--- src/rtl/ahb_rr_arbiter_2.sv ---
// ahb_rr_arbiter_2
// Two-master AHB-Lite round-robin arbiter that shares one slave port.
// A master that loses arbitration is stalled through its HREADY while its
// address phase is held in a per-master pending buffer. Only NONSEQ/IDLE
// is ever issued on the slave side.
//
// Ports:
//   clock, reset               - sole clock, synchronous active-high reset
//   auto_in_{0,1}_htrans/hsize/hwrite/haddr/hwdata  - master address/wdata
//   auto_in_{0,1}_hready/hresp/hrdata              - master responses
//   auto_out_htrans/hsize/hwrite/haddr/hwdata      - slave-side transfer
//   auto_out_hready            - mirrors auto_out_hreadyout
//   auto_out_hreadyout/hresp/hrdata                - slave response
module ahb_rr_arbiter_2 (
    input  logic        clock,
    input  logic        reset,
    input  logic [1:0]  auto_in_0_htrans,
    input  logic [2:0]  auto_in_0_hsize,
    input  logic        auto_in_0_hwrite,
    input  logic [30:0] auto_in_0_haddr,
    input  logic [31:0] auto_in_0_hwdata,
    output logic        auto_in_0_hready,
    output logic        auto_in_0_hresp,
    output logic [31:0] auto_in_0_hrdata,
    input  logic [1:0]  auto_in_1_htrans,
    input  logic [2:0]  auto_in_1_hsize,
    input  logic        auto_in_1_hwrite,
    input  logic [30:0] auto_in_1_haddr,
    input  logic [31:0] auto_in_1_hwdata,
    output logic        auto_in_1_hready,
    output logic        auto_in_1_hresp,
    output logic [31:0] auto_in_1_hrdata,
    output logic [1:0]  auto_out_htrans,
    output logic [2:0]  auto_out_hsize,
    output logic        auto_out_hwrite,
    output logic [30:0] auto_out_haddr,
    output logic [31:0] auto_out_hwdata,
    output logic        auto_out_hready,
    input  logic        auto_out_hreadyout,
    input  logic        auto_out_hresp,
    input  logic [31:0] auto_out_hrdata
);

    // Per-master views of the live inputs
    logic [1:0]       in_req;
    logic [1:0][2:0]  in_hsize;
    logic [1:0]       in_hwrite;
    logic [1:0][30:0] in_haddr;
    logic [1:0]       in_hready;
    logic [1:0]       live;

    // Pending buffers
    logic [1:0]       pend_valid_q, pend_valid_d;
    logic [1:0][2:0]  pend_hsize_q, pend_hsize_d;
    logic [1:0]       pend_hwrite_q, pend_hwrite_d;
    logic [1:0][30:0] pend_haddr_q, pend_haddr_d;

    // Arbitration / data-phase state
    logic dphase_valid_q, dphase_valid_d;
    logic dphase_owner_q, dphase_owner_d;
    logic lock_valid_q, lock_valid_d;
    logic lock_idx_q, lock_idx_d;
    logic rr_last_q, rr_last_d;

    // Requestor sources and selection
    logic [1:0]       req;
    logic [1:0][2:0]  src_hsize;
    logic [1:0]       src_hwrite;
    logic [1:0][30:0] src_haddr;
    logic             any_req;
    logic             accept;
    logic             sel;

    // htrans[0] only distinguishes SEQ/BUSY, which are not forwarded
    logic unused_htrans_lsb;
    assign unused_htrans_lsb = &{1'b0, auto_in_0_htrans[0], auto_in_1_htrans[0]};

    assign in_req    = {auto_in_1_htrans[1], auto_in_0_htrans[1]};
    assign in_hsize  = {auto_in_1_hsize, auto_in_0_hsize};
    assign in_hwrite = {auto_in_1_hwrite, auto_in_0_hwrite};
    assign in_haddr  = {auto_in_1_haddr, auto_in_0_haddr};

    always_comb begin
        for (int unsigned i = 0; i < 2; i++) begin
            if (dphase_valid_q && (dphase_owner_q == i[0])) begin
                in_hready[i] = auto_out_hreadyout;
            end else if (pend_valid_q[i]) begin
                in_hready[i] = 1'b0;
            end else begin
                in_hready[i] = 1'b1;
            end
            live[i]       = in_req[i] && in_hready[i];
            req[i]        = pend_valid_q[i] || live[i];
            src_hsize[i]  = pend_valid_q[i] ? pend_hsize_q[i]  : in_hsize[i];
            src_hwrite[i] = pend_valid_q[i] ? pend_hwrite_q[i] : in_hwrite[i];
            src_haddr[i]  = pend_valid_q[i] ? pend_haddr_q[i]  : in_haddr[i];
        end
    end

    assign any_req = |req;
    assign accept  = any_req && auto_out_hreadyout;

    always_comb begin
        if (lock_valid_q) begin
            sel = lock_idx_q;
        end else if (req[0] && req[1]) begin
            sel = ~rr_last_q;
        end else begin
            sel = req[1];
        end
    end

    // Slave-side outputs
    assign auto_out_htrans = any_req ? 2'b10 : 2'b00;
    assign auto_out_hsize  = any_req ? src_hsize[sel]  : auto_in_0_hsize;
    assign auto_out_hwrite = any_req ? src_hwrite[sel] : auto_in_0_hwrite;
    assign auto_out_haddr  = any_req ? src_haddr[sel]  : auto_in_0_haddr;
    assign auto_out_hwdata = dphase_owner_q ? auto_in_1_hwdata : auto_in_0_hwdata;
    assign auto_out_hready = auto_out_hreadyout;

    // Master-side outputs
    assign auto_in_0_hready = in_hready[0];
    assign auto_in_1_hready = in_hready[1];
    assign auto_in_0_hresp  = dphase_valid_q && !dphase_owner_q && auto_out_hresp;
    assign auto_in_1_hresp  = dphase_valid_q &&  dphase_owner_q && auto_out_hresp;
    assign auto_in_0_hrdata = auto_out_hrdata;
    assign auto_in_1_hrdata = auto_out_hrdata;

    always_comb begin
        pend_valid_d  = pend_valid_q;
        pend_hsize_d  = pend_hsize_q;
        pend_hwrite_d = pend_hwrite_q;
        pend_haddr_d  = pend_haddr_q;
        // Any live request that does not win this cycle (lost, or stalled by
        // a slave wait state) is parked so the slave sees a stable address.
        for (int unsigned i = 0; i < 2; i++) begin
            if (accept && (sel == i[0])) begin
                pend_valid_d[i] = 1'b0;
            end else if (live[i]) begin
                pend_valid_d[i]  = 1'b1;
                pend_hsize_d[i]  = in_hsize[i];
                pend_hwrite_d[i] = in_hwrite[i];
                pend_haddr_d[i]  = in_haddr[i];
            end
        end

        lock_valid_d = lock_valid_q;
        lock_idx_d   = lock_idx_q;
        if (accept) begin
            lock_valid_d = 1'b0;
        end else if (any_req) begin
            lock_valid_d = 1'b1;
            lock_idx_d   = sel;
        end

        dphase_valid_d = dphase_valid_q;
        dphase_owner_d = dphase_owner_q;
        if (accept) begin
            dphase_valid_d = 1'b1;
            dphase_owner_d = sel;
        end else if (dphase_valid_q && auto_out_hreadyout) begin
            dphase_valid_d = 1'b0;
        end

        rr_last_d = accept ? sel : rr_last_q;
    end

    always_ff @(posedge clock) begin
        pend_hsize_q   <= pend_hsize_d;
        pend_hwrite_q  <= pend_hwrite_d;
        pend_haddr_q   <= pend_haddr_d;
        dphase_owner_q <= dphase_owner_d;
        lock_idx_q     <= lock_idx_d;
        if (reset) begin
            pend_valid_q   <= '0;
            dphase_valid_q <= 1'b0;
            lock_valid_q   <= 1'b0;
            rr_last_q      <= 1'b1;
        end else begin
            pend_valid_q   <= pend_valid_d;
            dphase_valid_q <= dphase_valid_d;
            lock_valid_q   <= lock_valid_d;
            rr_last_q      <= rr_last_d;
        end
    end

endmodule

--- config.mk ---
export PLATFORM = sky130hd
export DESIGN_NAME = ahb_rr_arbiter_2
export DESIGN_NICKNAME = d
export VERILOG_FILES = /design/src/rtl/ahb_rr_arbiter_2.sv
export SDC_FILE = /design/constraint.sdc
export NUM_CORES = 1
export LEC_CHECK = 0
export CAP_MARGIN = 10
export CORE_MARGIN = 8
export CORE_UTILIZATION = 35
export CTS_CLUSTER_DIAMETER = 200
export DETAILED_ROUTE_END_ITERATION = 10
export PLACE_DENSITY = 0.81
export SLEW_MARGIN = 20
export SYNTH_ARGS = -nofsm -noshare
export SYNTH_HDL_FRONTEND = slang
export SYNTH_SLANG_ARGS = --single-unit
--- constraint.sdc ---
create_clock -name clock -period 3.56 [get_ports clock]
set_clock_uncertainty 0.05 [all_clocks]
set_input_delay 0.356 -clock clock [delete_from_list [all_inputs] [get_ports clock]]
set_output_delay 0.356 -clock clock [all_outputs]
set_load 0.02 [all_outputs]
==> results of run 1 <==
-- through the flow --
step	TNS (ns)	instances
global placement	0	653
finish	0	675
detailed placement	-0.694	653
global route	-0.0480	675
floorplan	0	344
CTS	0	671
-- per-layer routing --
layer  wire length [microns]  share of wire [%]  up-vias  track usage, %
li1                        -                  -     1546               -
met5                       0                  0        -               0
met4                     599                4.0        0            9.17
met2                    7540                 51      191            31.0
met3                    1650                 11       54            9.03
met1                    5030                 34     1564            17.5
-- logic make-up (layout without fill, tap and decap cells) --
logic type             count (synthesis)  after routing  share of synthesized area, %
and+or+nand+nor                       60             61                          6.15
other                                  1              1                        0.0861
buffers and inverters                 91            253                          14.8
DFF                                   77             77                          52.0
AOI/OAI and AO/OA                     48             48                          10.7
muxes                                 67             67                          16.3
-- power by group through the flow --
| stage | logic, W | registers [W] | clock network (W) |
|---|---|---|---|
| finish | 0.00112 | 0.00111 | 0.000924 |
| global route | 0.00118 | 0.00111 | 0.000997 |
| CTS | 0.00112 | 0.00111 | 0.000954 |
| detailed placement | 0.00110 | 0.00113 | 0 |
| global placement | 0.00108 | 0.00112 | 0 |
| floorplan | 0.000654 | 0.00112 | 0 |
-- layout make-up --
| type | instances | area [sq um] |
|---|---|---|
| inverters | 7 | 26.3 |
| fillers | 1019 | 5440 |
| clock inverters | 7 | 73.8 |
| clock buffers | 9 | 225 |
| multi-input cells | 177 | 1500 |
| repair buffers | 230 | 2320 |
| well taps | 168 | 210 |
| flip-flops and latches | 77 | 2260 |
-- worst max path at each step --
stage,from,endpoint,slack [ns],cells past startpoint
2_1_floorplan,dphase_owner_q,pend_haddr_q[0],0.69,5
4_1_cts,dphase_owner_q,auto_out_hsize[1],0.02,8
6_report,auto_out_hreadyout,auto_out_haddr[18],0.05,9
3_3_place_gp,auto_out_hreadyout,auto_out_haddr[18],0.005,8
5_1_grt,auto_out_hreadyout,auto_out_haddr[17],-0.01,9
3_5_place_dp,auto_out_hreadyout,auto_out_haddr[18],-0.07,8
-- repair_timing --
action / in CTS / in global routing
endpoints found under the setup margin: 34 / 34
buffers inserted: 1 / 4
pin swaps: 2 / 1
cloned: 1 / 0
resized for setup: 1 / 2
-- placed cells by master (no fill, tap or decap), types with 2 or more instances in the layout --
| cell | n |
|---|---|
| o21a_1 | 2 |
| nor2_1 | 41 |
| inv_6 | 2 |
| inv_1 | 7 |
| buf_4 | 14 |
| dfxtp_1 | 4 |
| nand2_1 | 5 |
| a221o_1 | 35 |
| nor3_1 | 4 |
| nor2_4 | 2 |
| clkbuf_16 | 9 |
| clkinv_4 | 2 |
| clkdlybuf4s50_1 | 211 |
| edfxtp_1 | 72 |
| buf_12 | 5 |
| mux2_2 | 32 |
| a21oi_1 | 3 |
| mux2i_1 | 35 |
-- sequential cells by signal, summed over array words and instances (netlist names) --
signal / flops
dphase_owner_q: 1
lock_idx_q: 1
rr_last_q: 1
dphase_valid_q: 1
pend_valid_q: 2
pend_hsize_q: 6
pend_haddr_q: 62
pend_hwrite_q: 2
lock_valid_q: 1
-- tightest hold or removal path, stage by stage (launching register included) --
cell	delay, ns
dfxtp_1	0.36
nand2_1	0.08
a21oi_1	0.05
==> impl_metrics.env, run 1 <==
export IMPL_start_util_pct=36.1
export IMPL_slowest_delay_ns=0.55
export IMPL_hp_class="flop to flop"
export IMPL_p_comb_share_pct=35.5
export IMPL_crit_path_end_kind="output pin"
export IMPL_yosysTopAreaCellShare_pct=49.7
export IMPL_die_w_microns=128
export IMPL_drive_gt1_share_pct=15.4
export IMPL_drcViolationCount=0
export IMPL_pwr_share_clk_pct=29.3
export IMPL_synth_common_cells="edfxtp_1 (72), buf_4 (67), nor2_1 (41), a221o_1 (35), mux2i_1 (35)"
export IMPL_synthFlopType="edfxtp_1"
export IMPL_final_cell_area_sq_um=6620
export IMPL_fin_hold_ws_ns=0.487
export IMPL_swShare_pct=29.9
export IMPL_gp_congestion=0.832
export IMPL_drt_initial_drc_count=164
export IMPL_ys_seq_elements=77
export IMPL_layout_min_cycle_time_ns=3.51
export IMPL_worst_slack_ns=0.0514
export IMPL_synth_area_per_cell_sq_um=12.7
export IMPL_grt_use_total_pct=18.0
export IMPL_setup_violations=0
export IMPL_cp_num_buf_inv=4
export IMPL_nNetsFinal=676
export IMPL_crit_path_cell_trace="clkdlybuf4s50_1 > or4b_1 > and3_4 > o31ai_4 > buf_12 > nor2_4 > buf_12 > a221o_1 > clkdlybuf4s50_1"
export IMPL_r2r_cells=7
export IMPL_cts_path_max_buffers=2
export IMPL_hp_start="dphase_valid_q"
export IMPL_synth_most_common_cell="edfxtp_1"
export IMPL_hold_buffers=0
export IMPL_wl_per_cell_microns=21.9
export IMPL_path_class="input pin to output pin"
export IMPL_cts_htree_levels=3
export IMPL_p_sw_w=0.000942
export IMPL_status="finished, final reports clean"
export IMPL_synth_edf_count=72
export IMPL_insertion_delay_ns=0.34
export IMPL_synth_warnings=0
export IMPL_slew_limit_headroom_pct=57.7
export IMPL_numPortBuffers=212
export IMPL_ys_async_sr_fraction_pct=0
export IMPL_drtAntennaViolNets=0
export IMPL_reg2reg_from="pend_valid_q[0]"
export IMPL_seqPwrFrac_pct=35.2
export IMPL_cp_top_family="buffers and inverters"
export IMPL_hold_end="dphase_valid_q"
export IMPL_syn_inst=344
export IMPL_peakVddDrop_mv=0.339
export IMPL_min_path_cells=2
export IMPL_root_buffer="clkbuf_16"
export IMPL_hold_violations=0
export IMPL_placed_area_sq_um=6230
export IMPL_cts_clk_slew_worst_paths_ns=0.06
export IMPL_area_growth_pct=52.0
export IMPL_overflow=0
export IMPL_hpwl_mm=11.3
export IMPL_die_area_sq_um=16300
export IMPL_drt_pass1_iterations=4
export IMPL_crit_required_ns=3.15
export IMPL_reg2reg_to="pend_haddr_q[19]"
export IMPL_diodes=0
export IMPL_drv_cap=0
export IMPL_post_route_util_pct=54.9
export IMPL_yosys_top_cells_area="edfxtp_1 (50%), buf_4 (12%), mux2_2 (8.3%)"
export IMPL_power_leakage_nw=2.37
export IMPL_antenna_found_initial=0
export IMPL_avgViaCountPerCell=4.97
export IMPL_cp_slowest_cell="clkdlybuf4s50_1"
export IMPL_synth_cell_types=33
export IMPL_fin_crit_sh_pct=98.6
export IMPL_ios=312
export IMPL_grt_pass1_vias=3682
export IMPL_grt_max_degree=37
export IMPL_vias=3355
export IMPL_p_int_w=0.00221
export IMPL_rows=40
export IMPL_grt_pass1_wl_mm=22.0
export IMPL_synth_cell_area_sq_um=4350
export IMPL_max_slew_worst_pin_slew_ns=0.635
export IMPL_cp_start_kind="input pin"
export IMPL_fmax_mhz=285
export IMPL_powerDensity_nw_per_um2=476
export IMPL_synth_top_area_cell="edfxtp_1"
export IMPL_pre_cts_slack_ns=-0.0667
export IMPL_die_h_microns=128
export IMPL_ys_seq_area_share_pct=52.0
export IMPL_core_sq_um=12100
export IMPL_wl_mm=14.8
export IMPL_cp_max_fo=15
export IMPL_crit_arrival_ns=3.10
export IMPL_totalPowerFinal_w=0.00315
export IMPL_cts_sinks=77
export IMPL_synth_fp_nets=518
export IMPL_maxSlewViolCount=0
export IMPL_cts_tree="yes"
export IMPL_cts_buffers=9
export IMPL_ff2ff_setup_slack_ns=1.01
Power figures use the tool's default switching activity.
==> run 2: changes to the inputs <==
- CTS_CLUSTER_SIZE: unset -> 30
==> results of run 2 <==
Same layout as run 1: the final DEF is identical, and so are final timing and power.
